<file path="src/rtl/keypad_scan_encoder_if.sv">
// Keypad-side and consumer-side signals of the keypad scan encoder.
// The encoder side is master; the bench or keypad model is slave.
interface keypad_scan_encoder_if;
  logic [3:0] row;
  logic [2:0] col;
  logic [9:0] digit;
  logic       ok;
  logic       clr;
  logic [3:0] key_code;
  logic       key_held;

  modport master (output row, digit, ok, clr, key_code, key_held, input col);
  modport slave  (input row, digit, ok, clr, key_code, key_held, output col);
endinterface

</file>
<file path="src/rtl/keypad_scan_encoder.sv">
// 4x3 matrix keypad scanner with frame-level debounce.
// Emits one registered strobe per accepted press.
module keypad_scan_encoder #(
  parameter int unsigned SCAN_DIV  = 1000,
  parameter int unsigned DEB_SCANS = 4
) (
  input  logic                  clk,
  input  logic                  reset,
  keypad_scan_encoder_if.master kp
);

  localparam int unsigned SLOT_W = 16;
  localparam int unsigned CNT_W  = 4;
  localparam int unsigned KEYS   = 12;

  typedef enum logic [1:0] {IDLE, DEB, HELD, REL} state_e;

  logic [2:0]        col_s1_q, col_s2_q;
  logic [SLOT_W-1:0] slot_q;
  logic [1:0]        ridx_q;
  logic [3:0]        row_q;
  logic [KEYS-1:0]   frame_q;
  logic              eval_q;
  logic              slot_last;

  state_e            state_q, state_d;
  logic [CNT_W-1:0]  cnt_q, cnt_d, cnt_inc;
  logic [3:0]        cand_q, cand_d;
  logic [9:0]        digit_q, digit_d;
  logic              ok_q, ok_d, clr_q, clr_d;
  logic [3:0]        key_code_q, key_code_d;
  logic              held_q, held_d;

  logic [3:0]        n_set;
  logic [3:0]        hit_idx;
  logic              f_none, f_single;

  // Frame bit index (row*3 + col) to key code.
  function automatic logic [3:0] code_of(input logic [3:0] idx);
    case (idx)
      4'd9:    code_of = 4'hA;
      4'd10:   code_of = 4'h0;
      4'd11:   code_of = 4'hB;
      default: code_of = idx + 4'd1;
    endcase
  endfunction

  assign slot_last = (slot_q == SLOT_W'(SCAN_DIV - 1));

  // Column synchronizer, row scan and frame snapshot.
  always_ff @(posedge clk) begin
    if (!reset) begin
      col_s1_q <= 3'b111;
      col_s2_q <= 3'b111;
      slot_q   <= '0;
      ridx_q   <= '0;
      row_q    <= 4'b1110;
      frame_q  <= '0;
      eval_q   <= 1'b0;
    end else begin
      col_s1_q <= kp.col;
      col_s2_q <= col_s1_q;
      eval_q   <= 1'b0;
      if (slot_last) begin
        slot_q <= '0;
        case (ridx_q)
          2'd0: frame_q[2:0]  <= ~col_s2_q;
          2'd1: frame_q[5:3]  <= ~col_s2_q;
          2'd2: frame_q[8:6]  <= ~col_s2_q;
          2'd3: frame_q[11:9] <= ~col_s2_q;
          default: ;
        endcase
        ridx_q <= ridx_q + 2'd1;
        row_q  <= {row_q[2:0], row_q[3]};
        eval_q <= (ridx_q == 2'd3);
      end else begin
        slot_q <= slot_q + SLOT_W'(1);
      end
    end
  end

  // Count pressed keys in the frame and remember the highest one.
  always_comb begin
    n_set   = '0;
    hit_idx = '0;
    for (int i = 0; i < KEYS; i++) begin
      if (frame_q[i]) begin
        n_set   = n_set + 4'd1;
        hit_idx = 4'(i);
      end
    end
  end

  assign f_none   = (n_set == 4'd0);
  assign f_single = (n_set == 4'd1);
  assign cnt_inc  = cnt_q + CNT_W'(1);

  always_ff @(posedge clk) begin
    if (!reset) begin
      state_q    <= IDLE;
      cnt_q      <= '0;
      cand_q     <= '0;
      digit_q    <= '0;
      ok_q       <= 1'b0;
      clr_q      <= 1'b0;
      key_code_q <= 4'hF;
      held_q     <= 1'b0;
    end else begin
      state_q    <= state_d;
      cnt_q      <= cnt_d;
      cand_q     <= cand_d;
      digit_q    <= digit_d;
      ok_q       <= ok_d;
      clr_q      <= clr_d;
      key_code_q <= key_code_d;
      held_q     <= held_d;
    end
  end

  // Debounce FSM, stepped once per completed frame; strobes default low.
  always_comb begin
    state_d    = state_q;
    cnt_d      = cnt_q;
    cand_d     = cand_q;
    digit_d    = '0;
    ok_d       = 1'b0;
    clr_d      = 1'b0;
    key_code_d = key_code_q;
    held_d     = held_q;

    if (eval_q) begin
      case (state_q)
        IDLE: begin
          if (f_single) begin
            cand_d = hit_idx;
            cnt_d  = CNT_W'(1);
            if (DEB_SCANS == 1) begin
              state_d = HELD;
              held_d  = 1'b1;
            end else begin
              state_d = DEB;
            end
          end
        end
        DEB: begin
          if (f_single && (hit_idx == cand_q)) begin
            cnt_d = cnt_inc;
            if (cnt_inc == CNT_W'(DEB_SCANS)) begin
              state_d = HELD;
              held_d  = 1'b1;
            end
          end else if (f_single) begin
            cand_d = hit_idx;
            cnt_d  = CNT_W'(1);
          end else begin
            state_d = IDLE;
            cnt_d   = '0;
          end
        end
        HELD: begin
          if (f_none) begin
            cnt_d = CNT_W'(1);
            if (DEB_SCANS == 1) begin
              state_d = IDLE;
              cnt_d   = '0;
              held_d  = 1'b0;
            end else begin
              state_d = REL;
            end
          end
        end
        REL: begin
          if (f_none) begin
            cnt_d = cnt_inc;
            if (cnt_inc == CNT_W'(DEB_SCANS)) begin
              state_d = IDLE;
              cnt_d   = '0;
              held_d  = 1'b0;
            end
          end else begin
            state_d = HELD;
          end
        end
        default: state_d = IDLE;
      endcase
    end

    // Rising key_held marks the accepting evaluation.
    if (held_d && !held_q) begin
      key_code_d = code_of(cand_d);
      case (key_code_d)
        4'hA:    clr_d   = 1'b1;
        4'hB:    ok_d    = 1'b1;
        default: digit_d = 10'(1) << key_code_d;
      endcase
    end
  end

  assign kp.row      = row_q;
  assign kp.digit    = digit_q;
  assign kp.ok       = ok_q;
  assign kp.clr      = clr_q;
  assign kp.key_code = key_code_q;
  assign kp.key_held = held_q;

endmodule

</file>
<file path="src/flat_wrapper.sv">
// flat-port wrapper written by rule: the top's interface ports become plain ports
module keypad_scan_encoder_flat 
#(
  parameter int unsigned SCAN_DIV  = 1000,
  parameter int unsigned DEB_SCANS = 4
)
  (clk, reset, kp_row, kp_digit, kp_ok, kp_clr, kp_key_code, kp_key_held, kp_col);
  keypad_scan_encoder_if kp_i ();
  input  logic clk;
  input  logic reset;
  output wire logic [$bits(kp_i.row)-1:0] kp_row;
  output wire logic [$bits(kp_i.digit)-1:0] kp_digit;
  output wire logic [$bits(kp_i.ok)-1:0] kp_ok;
  output wire logic [$bits(kp_i.clr)-1:0] kp_clr;
  output wire logic [$bits(kp_i.key_code)-1:0] kp_key_code;
  output wire logic [$bits(kp_i.key_held)-1:0] kp_key_held;
  input wire logic [$bits(kp_i.col)-1:0] kp_col;
  assign kp_row = kp_i.row;
  assign kp_digit = kp_i.digit;
  assign kp_ok = kp_i.ok;
  assign kp_clr = kp_i.clr;
  assign kp_key_code = kp_i.key_code;
  assign kp_key_held = kp_i.key_held;
  assign kp_i.col = kp_col;
  keypad_scan_encoder #(.SCAN_DIV(SCAN_DIV), .DEB_SCANS(DEB_SCANS)) u_core (.clk(clk), .reset(reset), .kp(kp_i));
endmodule
</file>
<file path="config.mk">
export PLATFORM = sky130hd
export DESIGN_NAME = keypad_scan_encoder_flat
export DESIGN_NICKNAME = d
export VERILOG_FILES = /design/src/rtl/keypad_scan_encoder_if.sv /design/src/rtl/keypad_scan_encoder.sv /design/src/flat_wrapper.sv
export SDC_FILE = /design/constraint.sdc
export NUM_CORES = 1
export LEC_CHECK = 0
export BUFFER_PORTS_ARGS = -buffer_cell sky130_fd_sc_hd__buf_2
export CAP_MARGIN = 30
export CORE_ASPECT_RATIO = 0.8
export CORE_MARGIN = 1
export CORE_UTILIZATION = 35
export DETAILED_ROUTE_END_ITERATION = 8
export MAX_ROUTING_LAYER = met4
export PLACE_DENSITY = 0.59
export SLEW_MARGIN = 20
export SYNTH_ARGS = -nofsm -noshare
export SYNTH_HDL_FRONTEND = slang
export SYNTH_SLANG_ARGS = --single-unit
</file>
<file path="constraint.sdc">
create_clock -name clk -period 19.1 [get_ports clk]
set_input_delay 0.955 -clock clk [delete_from_list [all_inputs] [get_ports clk]]
set_output_delay 0.955 -clock clk [all_outputs]
set_load 0.01 [all_outputs]
</file>
==> results.env, run 1 <==
POST_CTS_RESIZED=0
TIMING.MAX_CAP.VIOLATIONS=0
SYN_TO_FINAL_GROWTH_PCT=11.80
ROUTE.DETAILED.DRC=0
RSZ0062_AT_GRT='no'
VIAS_IN_THE_FIRST_GLOBAL_ROUTE=3281
WORST_VDD_DROP_uV=38.86
SETUP_WS_NS=9.508
POWER.DENSITY_CELL_AREA_nW_PER_UM2=65.86
TIMING_WORST_SETUP_PATH_TYPE='reg2reg'
SYN_NETS=530
ANTENNA-DIODE-COUNT=0
SETUP_VIOL_COUNT_FINAL=0
PORT_BUFFERS=25
CORE_REGION_AREA_SQ_UM=11690
WORSTREGTOREGCELLS=43
SLOWEST_DELAY_NS=0.41
NETS=539
CTS_NUM_SINKS=68
CTS-BUFFERS-INSERTED=9
CLOCK-ROOT-BUFFER='sky130_fd_sc_hd__clkbuf_16'
CLOCK_TRANSITION_AT_THE_REGISTERS_OF_THE_REPORTED_PATHS_NS=0.06
SEQUENTIAL_FRACTION_OF_THE_SYNTHESIS_AREA=0.3203
SYNTH.CELL_AREA_SQ_UM=4250
INITIAL_UTILIZATION=0.3635
SYNTH.TOP_CELLS.BY_AREA='sky130_fd_sc_hd__dfxtp_1 (32%), sky130_fd_sc_hd__ha_1 (6.8%), sky130_fd_sc_hd__nor2_1 (6.3%), sky130_fd_sc_hd__nand2_1 (4.3%), sky130_fd_sc_hd__xnor2_1 (3.9%)'
POWER_LEAKAGE_nW=1.912
GRT-OVFL-TOTAL=0
TIMING.RR.START='u_core.frame_q[1]$_SDFFE_PN0P_'
CTS_SETUP_BUFFERS=0
SHARE_OF_LAYOUT_CELLS_ABOVE_DRIVE_STRENGTH_1=0.1357
HOLD_PATH_CLASS='reg2reg'
DRT-INITIAL-DRC-COUNT=188
POST_SYNTH.CELL_AREA_AVG_SQ_UM=8.467
DIE_AREA_SQ_UM=12590
WORST_PATH_MAX_DELAY_CELL='sky130_fd_sc_hd__or3_4'
DRT_WL_TOTAL_UM=8672
CRITICAL_PATH_ARRIVAL_NS=9.85
SYNTH-ASYNC-RESET-RATIO=0
ANTENNA_LEFT=0
LAYOUT_MIN_CYCLE_TIME_NS=9.593
CRIT_TOP_CELL='sky130_fd_sc_hd__ha_1'
MAX_SLEW.WORST_PIN.SLEW_NS=0.7605
WORST_SETUP_PATH_END_KIND='flop'
WORST_HOLD_STARTPOINT='u_core.col_s1_q[2]$_SDFF_PN1_'
NUMBER_OF_HOLD_BUFFERS_ADDED_AFTER_CTS=0
YOSYS.AREA.TOP_TYPE_SHARE=0.3203
STATUS='completed'
IO_PINS=26
CLOCK-SKEW-FINAL_NS=0.006309
YOSYS_WARNINGS=0
CRIT_START='u_core.frame_q[1]$_SDFFE_PN0P_'
WORST_EP_REQUIRED_TIME_NS=19.35
HTREEDEPTH=3
TRITONCTS_CLOCK_TREE='built'
HPWL_UM=6465
DIE_H_UM=100.6
TIMING.FMAX_MHz=104.2
CLOCK_PATH_BUFFERS=2
PIN_COUNT_OF_THE_BIGGEST_NET_ENTERING_GLOBAL_ROUTING=27
ROUTE.VIAS.TOTAL=3432
FP.DIEW_UM=125.2
CORE.ROWCOUNT=35
WIRE_PER_INST_UM=13.06
WORST_HOLD_PATH.NUM_CELLS=1
NUMBER_OF_ITERATIONS_IN_THE_FIRST_DETAILED_ROUTING_PASS=4
ANTENNA_VIOLATIONS_BEFORE_REPAIR=0
SYN_INST=502
DPL_WORST_SLACK_NS=9.593
FIN_WORST_HOLD_SLACK_NS=0.4032
SLEW_VIOLATIONS=0
POSTSYNTH.TOPFLOPCELL='sky130_fd_sc_hd__dfxtp_1'
STARTPOINT_TYPE='flop'
CLOCK_INSERTION_DELAY_WORST_SKEW_NS=0.33
YOSYS.CELL_TYPES.COUNT=68
VIASPERCELL=5.169
REPORT.FINAL.HOLD_VIOL_COUNT=0
TIMING.FINAL.CRIT_SHARE=0.5022
WORST-PATH-MAX-FANOUT=6
SETUP_TNS_NS=0
TIMING.SLEW.HEADROOM=0.4924
FINALWEIGHTEDCONGESTION=0.8930
SYNTH.FF_LATCH_COUNT=68
CELL_TYPE_WITH_THE_LARGEST_TOTAL_AREA_AFTER_SYNTHESIS='sky130_fd_sc_hd__dfxtp_1'
GRT_FIRST_PASS_WIRELENGTH_UM=15150
SYNTH_EDF_COUNT=0
GLOBALROUTETOTALUTIL=0.1511
-- path summary, 6_finish.rpt --
kind                              endpoint  slack (ns)
max          u_core.kp.digit[0]$_SDFF_PP0_        9.51
min          u_core.col_s2_q[2]$_SDFF_PN1_        0.40
max reg2reg  u_core.kp.digit[0]$_SDFF_PP0_        9.51
min reg2reg  u_core.col_s2_q[2]$_SDFF_PN1_        0.40
-- power by group --
| part | switching, mW | internal, mW |
|---|---|---|
| Sequential | 0.000784 | 0.143 |
| Clock | 0.0610 | 0.104 |
| Combinational | 0.00267 | 0.00124 |
-- state kept, by name, indices dropped and copies added (netlist names), 2 cells and up --
register	flops
u_core.slot_q	16
u_core.frame_q	12
u_core.kp.digit	10
u_core.cand_q	4
u_core.cnt_q	4
u_core.kp.key_code	4
u_core.kp.row	4
u_core.col_s1_q	3
u_core.col_s2_q	3
u_core.ridx_q	2
u_core.state_q	2
-- routing by layer --
metal | vias to the layer above | GRT usage | share of wire
met5 | - | - | 0
li1 | 1776 | - | -
met4 | 0 | 0.06567 | 0.020
met1 | 1595 | 0.2062 | 0.54
met2 | 46 | 0.2179 | 0.41
met3 | 15 | 0.02760 | 0.029
-- synthesized netlist by cell type, types with 2 or more instances --
library cell,number
sky130_fd_sc_hd__a211oi_1,18
sky130_fd_sc_hd__a21oi_1,19
sky130_fd_sc_hd__a221oi_1,4
sky130_fd_sc_hd__a2bb2oi_1,2
sky130_fd_sc_hd__a31o_2,2
sky130_fd_sc_hd__a31oi_1,5
sky130_fd_sc_hd__a32o_1,2
sky130_fd_sc_hd__and2_1,15
sky130_fd_sc_hd__and3_1,9
sky130_fd_sc_hd__buf_6,2
sky130_fd_sc_hd__clkbuf_1,24
sky130_fd_sc_hd__dfxtp_1,68
sky130_fd_sc_hd__ha_1,23
sky130_fd_sc_hd__inv_1,22
sky130_fd_sc_hd__mux2_2,3
sky130_fd_sc_hd__mux2i_1,8
sky130_fd_sc_hd__nand2_1,49
sky130_fd_sc_hd__nand2b_1,12
sky130_fd_sc_hd__nand3_1,9
sky130_fd_sc_hd__nand3b_1,2
sky130_fd_sc_hd__nand4_1,4
sky130_fd_sc_hd__nor2_1,71
sky130_fd_sc_hd__nor2b_1,3
sky130_fd_sc_hd__nor3_1,5
sky130_fd_sc_hd__nor4_1,5
sky130_fd_sc_hd__nor4b_1,2
sky130_fd_sc_hd__o2111ai_1,2
sky130_fd_sc_hd__o21a_1,3
sky130_fd_sc_hd__o21ai_0,17
sky130_fd_sc_hd__o21bai_1,2
sky130_fd_sc_hd__o221a_2,2
sky130_fd_sc_hd__o22ai_1,2
sky130_fd_sc_hd__o311a_1,3
sky130_fd_sc_hd__o31a_1,2
sky130_fd_sc_hd__o31ai_1,3
sky130_fd_sc_hd__or2_2,4
sky130_fd_sc_hd__or3_1,6
sky130_fd_sc_hd__or4_1,3
sky130_fd_sc_hd__xnor2_1,19
sky130_fd_sc_hd__xnor2_2,2
sky130_fd_sc_hd__xnor3_1,3
sky130_fd_sc_hd__xnor3_2,3
sky130_fd_sc_hd__xor2_1,13
-- worst max-delay path: cells and delay by family, from the launching register on --
family / cells / cell delay, ns
buf+inv: 4 / 0.30
compound gates: 12 / 2.22
fa+ha+maj: 11 / 3.12
simple gates: 12 / 2.49
mux: 2 / 0.42
flops: 1 / 0.37
xor+xnor: 2 / 0.58
-- area by class of cell --
class	instances	area [sq um]
fillers	1141	6940
repair buffers	26	132.6
clock buffers	10	239.0
clock inverters	6	63.81
well taps	148	185.2
flip-flops and latches	68	1361
multi-input cells	384	2688
inverters	22	82.58
-- metrics by stage --
| stage | cells | area, sq um | utilization | total power, mW |
|---|---|---|---|---|
| 6_report | 664 | 4752 | 0.4064 | 0.3130 |
| 5_1_grt | 664 | 4752 | 0.4064 | 0.3232 |
| 3_3_place_gp | 648 | 4449 | 0.3805 | 0.1508 |
| 4_1_cts | 664 | 4752 | 0.4064 | 0.3163 |
| 3_5_place_dp | 648 | 4449 | 0.3805 | 0.1509 |
| 2_1_floorplan | 502 | 4250 | - | 0.1497 |
-- placed cells by master, fill, tap and decap left out, types with 12 or more instances in the layout --
cell type                  instances
sky130_fd_sc_hd__a211oi_1         18
sky130_fd_sc_hd__a21oi_1          19
sky130_fd_sc_hd__and2_1           15
sky130_fd_sc_hd__buf_2            25
sky130_fd_sc_hd__dfxtp_1          68
sky130_fd_sc_hd__ha_1             23
sky130_fd_sc_hd__inv_1            22
sky130_fd_sc_hd__nand2_1          49
sky130_fd_sc_hd__nand2b_1         12
sky130_fd_sc_hd__nor2_1           71
sky130_fd_sc_hd__o21ai_0          17
sky130_fd_sc_hd__xnor2_1          19
sky130_fd_sc_hd__xor2_1           13
-- cell families after synthesis --
| kind of cell | count (synthesis) | share of synthesized area |
|---|---|---|
| buffers and inverters | 50 | 0.04887 |
| DFF | 68 | 0.3203 |
| muxes | 12 | 0.03209 |
| and+or+nand+nor | 206 | 0.2390 |
| xor gates and xnor gates | 43 | 0.1242 |
| adders and majority gates | 23 | 0.06771 |
| AOI/OAI and AO/OA | 100 | 0.1678 |
No activity file was read; power rests on OpenSTA's default activity.
==> inputs of run 2 (changes only) <==
- PLACE_DENSITY: 0.59 -> 0.61
- clock period: 19.1 -> 7.7 ns (I/O delays scaled with it)
==> results.env, run 2 (synthesized netlist as in run 1, its figures left out) <==
STATUS='complete, but fails checks'
VIOLATIONS='negative setup slack'
UTILIZATION=0.4775
WORST_VDD_DROP_uV=124.7
DIE_H_UM=100.6
WORST-PATH-MAX-FANOUT=3
POWER.DENSITY_CELL_AREA_nW_PER_UM2=137.9
LARGEST-REGISTER='u_core.slot_q'
LARGEST_REG_FLOPS=16
TIMING.MAX_CAP.VIOLATIONS=0
INITIAL_UTILIZATION=0.3635
HPWL_UM=6957
TRITONCTS_CLOCK_TREE='built'
NETS=597
VIAS_IN_THE_FIRST_GLOBAL_ROUTE=3600
ANTENNA_LEFT=0
CTS_NUM_SINKS=68
LAYOUT.CELLS.MOST_COMMON='sky130_fd_sc_hd__dfxtp_1'
SETUP_WS_NS=-0.4847
NUMBER_OF_ITERATIONS_IN_THE_FIRST_DETAILED_ROUTING_PASS=4
WORST-R2R-SETUP-SLACK_NS=-0.48
DRT_WL_TOTAL_UM=9961
REPORT.FINAL.HOLD_VIOL_COUNT=0
CLOCK_INSERTION_DELAY_WORST_SKEW_NS=0.32
HOLD_PATH_CLASS='in2reg'
ROUTE.VIAS.TOTAL=3708
FIN_AREA_SQ_UM=5583
WORST_SETUP_PATH_END_KIND='flop'
WORST_EP_REQUIRED_TIME_NS=7.92
WORST_PATH_MAX_DELAY_CELL='sky130_fd_sc_hd__xnor3_1'
SETUP_VIOL_COUNT_FINAL=16
CTS-BUFFERS-INSERTED=9
DRT-INITIAL-DRC-COUNT=183
POWER_LEAKAGE_nW=2.267
SYN_TO_FINAL_GROWTH_PCT=31.35
SHARE_OF_LAYOUT_CELLS_ABOVE_DRIVE_STRENGTH_1=0.3164
HTREEDEPTH=3
STARTPOINT_TYPE='flop'
IO_PINS=26
FINALWEIGHTEDCONGESTION=0.8239
DPL_WORST_SLACK_NS=-0.6163
GLOBALROUTETOTALUTIL=0.1698
ANTENNA-DIODE-COUNT=0
CLOCK_TRANSITION_AT_THE_REGISTERS_OF_THE_REPORTED_PATHS_NS=0.05
SLEW_VIOLATIONS=0
CLOCK_PATH_BUFFERS=2
VIASPERCELL=5.150
RSZ0062_AT_GRT='yes'
CRITICAL_PATH_ARRIVAL_NS=8.41
MOSTFREQUENTLAYOUTCELLS='sky130_fd_sc_hd__dfxtp_1 (65), sky130_fd_sc_hd__nor2_1 (63), sky130_fd_sc_hd__buf_4 (55), sky130_fd_sc_hd__nand2_1 (45), sky130_fd_sc_hd__buf_2 (25)'
CLOCK-ROOT-BUFFER='sky130_fd_sc_hd__clkbuf_16'
WORSTREG2REGEND='u_core.kp.digit[8]$_SDFF_PP0_'
WORST_HOLD_STARTPOINT='kp_col[0]'
NUMBER_OF_HOLD_BUFFERS_ADDED_AFTER_CTS=0
CORE.ROWCOUNT=35
WORSTREGTOREGCELLS=44
ROUTE.DETAILED.DRC=0
CORE_REGION_AREA_SQ_UM=11690
GRT_FIRST_PASS_WIRELENGTH_UM=17000
LAYOUT_MIN_CYCLE_TIME_NS=8.185
MAX_SLEW.WORST_PIN.SLEW_NS=0.8513
TIMING_WORST_SETUP_PATH_TYPE='reg2reg'
HOLD_CRITICAL_PATH_ENDPOINT='u_core.col_s1_q[0]$_SDFF_PN1_'
WORST_HOLD_PATH.NUM_CELLS=2
TIMING.FMAX_MHz=122.2
ANTENNA_VIOLATIONS_BEFORE_REPAIR=0
PORT_BUFFERS=25
TIMING.SLEW.HEADROOM=0.4290
DIE_AREA_SQ_UM=12590
CLOCK-SKEW-FINAL_NS=0.005666
PIN_COUNT_OF_THE_BIGGEST_NET_ENTERING_GLOBAL_ROUTING=27
WIRE_PER_INST_UM=13.83
DPL_CELL_AREA_SQ_UM=4847
GRT-OVFL-TOTAL=0
FP.DIEW_UM=125.2
TIMING.RR.START='u_core.frame_q[0]$_SDFFE_PN0P_'
CRIT_TOP_CELL='sky130_fd_sc_hd__ha_4'
SLOWEST_DELAY_NS=0.38
TIMING.FINAL.CRIT_SHARE=1.063
==> run 2: critical path: cells and delay by family, from the launching register on <==
| kind | cells | cell delay, ns |
|---|---|---|
| compound gates | 11 | 1.71 |
| fa+ha+maj | 11 | 2.70 |
| mux | 2 | 0.43 |
| flops | 1 | 0.34 |
| buf+inv | 8 | 0.78 |
| xor+xnor | 2 | 0.56 |
| simple gates | 10 | 1.56 |
==> run 2: area by class of cell <==
cell class	count	area, sq um
clock buffers	12	256.5
clock inverters	2	35.03
fillers	1065	6110
inverters	22	85.08
multi-input cells	384	3073
flip-flops and latches	68	1365
well taps	148	185.2
repair buffers	84	583.1
==> run 2: layer usage <==
metal  up-vias  GRT usage  wire (um)
li1       1891          -          -
met1      1742     0.2248       5040
met2        59     0.2664       4543
met3        16    0.02495        238
met4         0    0.05722        138
met5         -          -          0
==> run 2: metrics by stage <==
| step | hold WS, ns | power, mW | instances | setup TNS, ns |
|---|---|---|---|---|
| 3_3_place_gp | 0.3932 | 0.3738 | 684 | -3.517 |
| 5_1_grt | 0.2447 | 0.7962 | 720 | -10.78 |
| 4_1_cts | 0.2370 | 0.7790 | 711 | -2.887 |
| 6_report | 0.2441 | 0.7697 | 720 | -5.121 |
| 3_5_place_dp | 0.3997 | 0.3743 | 684 | -7.380 |
| 2_1_floorplan | 0.3863 | 0.3713 | 502 | -1.174 |
==> run 2: timing repair <==
item / 4_1_cts / 5_1_grt
endpoints found under the setup margin: 16 / 16
gates cloned: 0 / 0
gates resized for setup: 24 / 30
setup buffers: 15 / 10
pin swaps: 17 / 28
==> run 2: worst max path at each step <==
stage / cells after the start / end / startpoint / slack (ns)
after floorplan: 42 / u_core.kp.digit[0]$_SDFF_PP0_ / u_core.frame_q[1]$_SDFFE_PN0P_ / -0.24
after global placement: 43 / u_core.kp.digit[1]$_SDFF_PP0_ / u_core.frame_q[1]$_SDFFE_PN0P_ / -0.34
after detailed placement: 43 / u_core.kp.digit[0]$_SDFF_PP0_ / u_core.frame_q[1]$_SDFFE_PN0P_ / -0.62
after CTS: 43 / u_core.kp.digit[0]$_SDFF_PP0_ / u_core.frame_q[0]$_SDFFE_PN0P_ / -0.34
after global routing: 43 / u_core.kp.digit[0]$_SDFF_PP0_ / u_core.frame_q[0]$_SDFFE_PN0P_ / -0.83
final: 44 / u_core.kp.digit[8]$_SDFF_PP0_ / u_core.frame_q[0]$_SDFFE_PN0P_ / -0.48
==> run 2: power breakdown <==
group	internal [mW]	switching [mW]	total (mW)
Sequential	0.355	0.00201	0.357
Combinational	0.00306	0.00674	0.00980
Clock	0.264	0.139	0.403
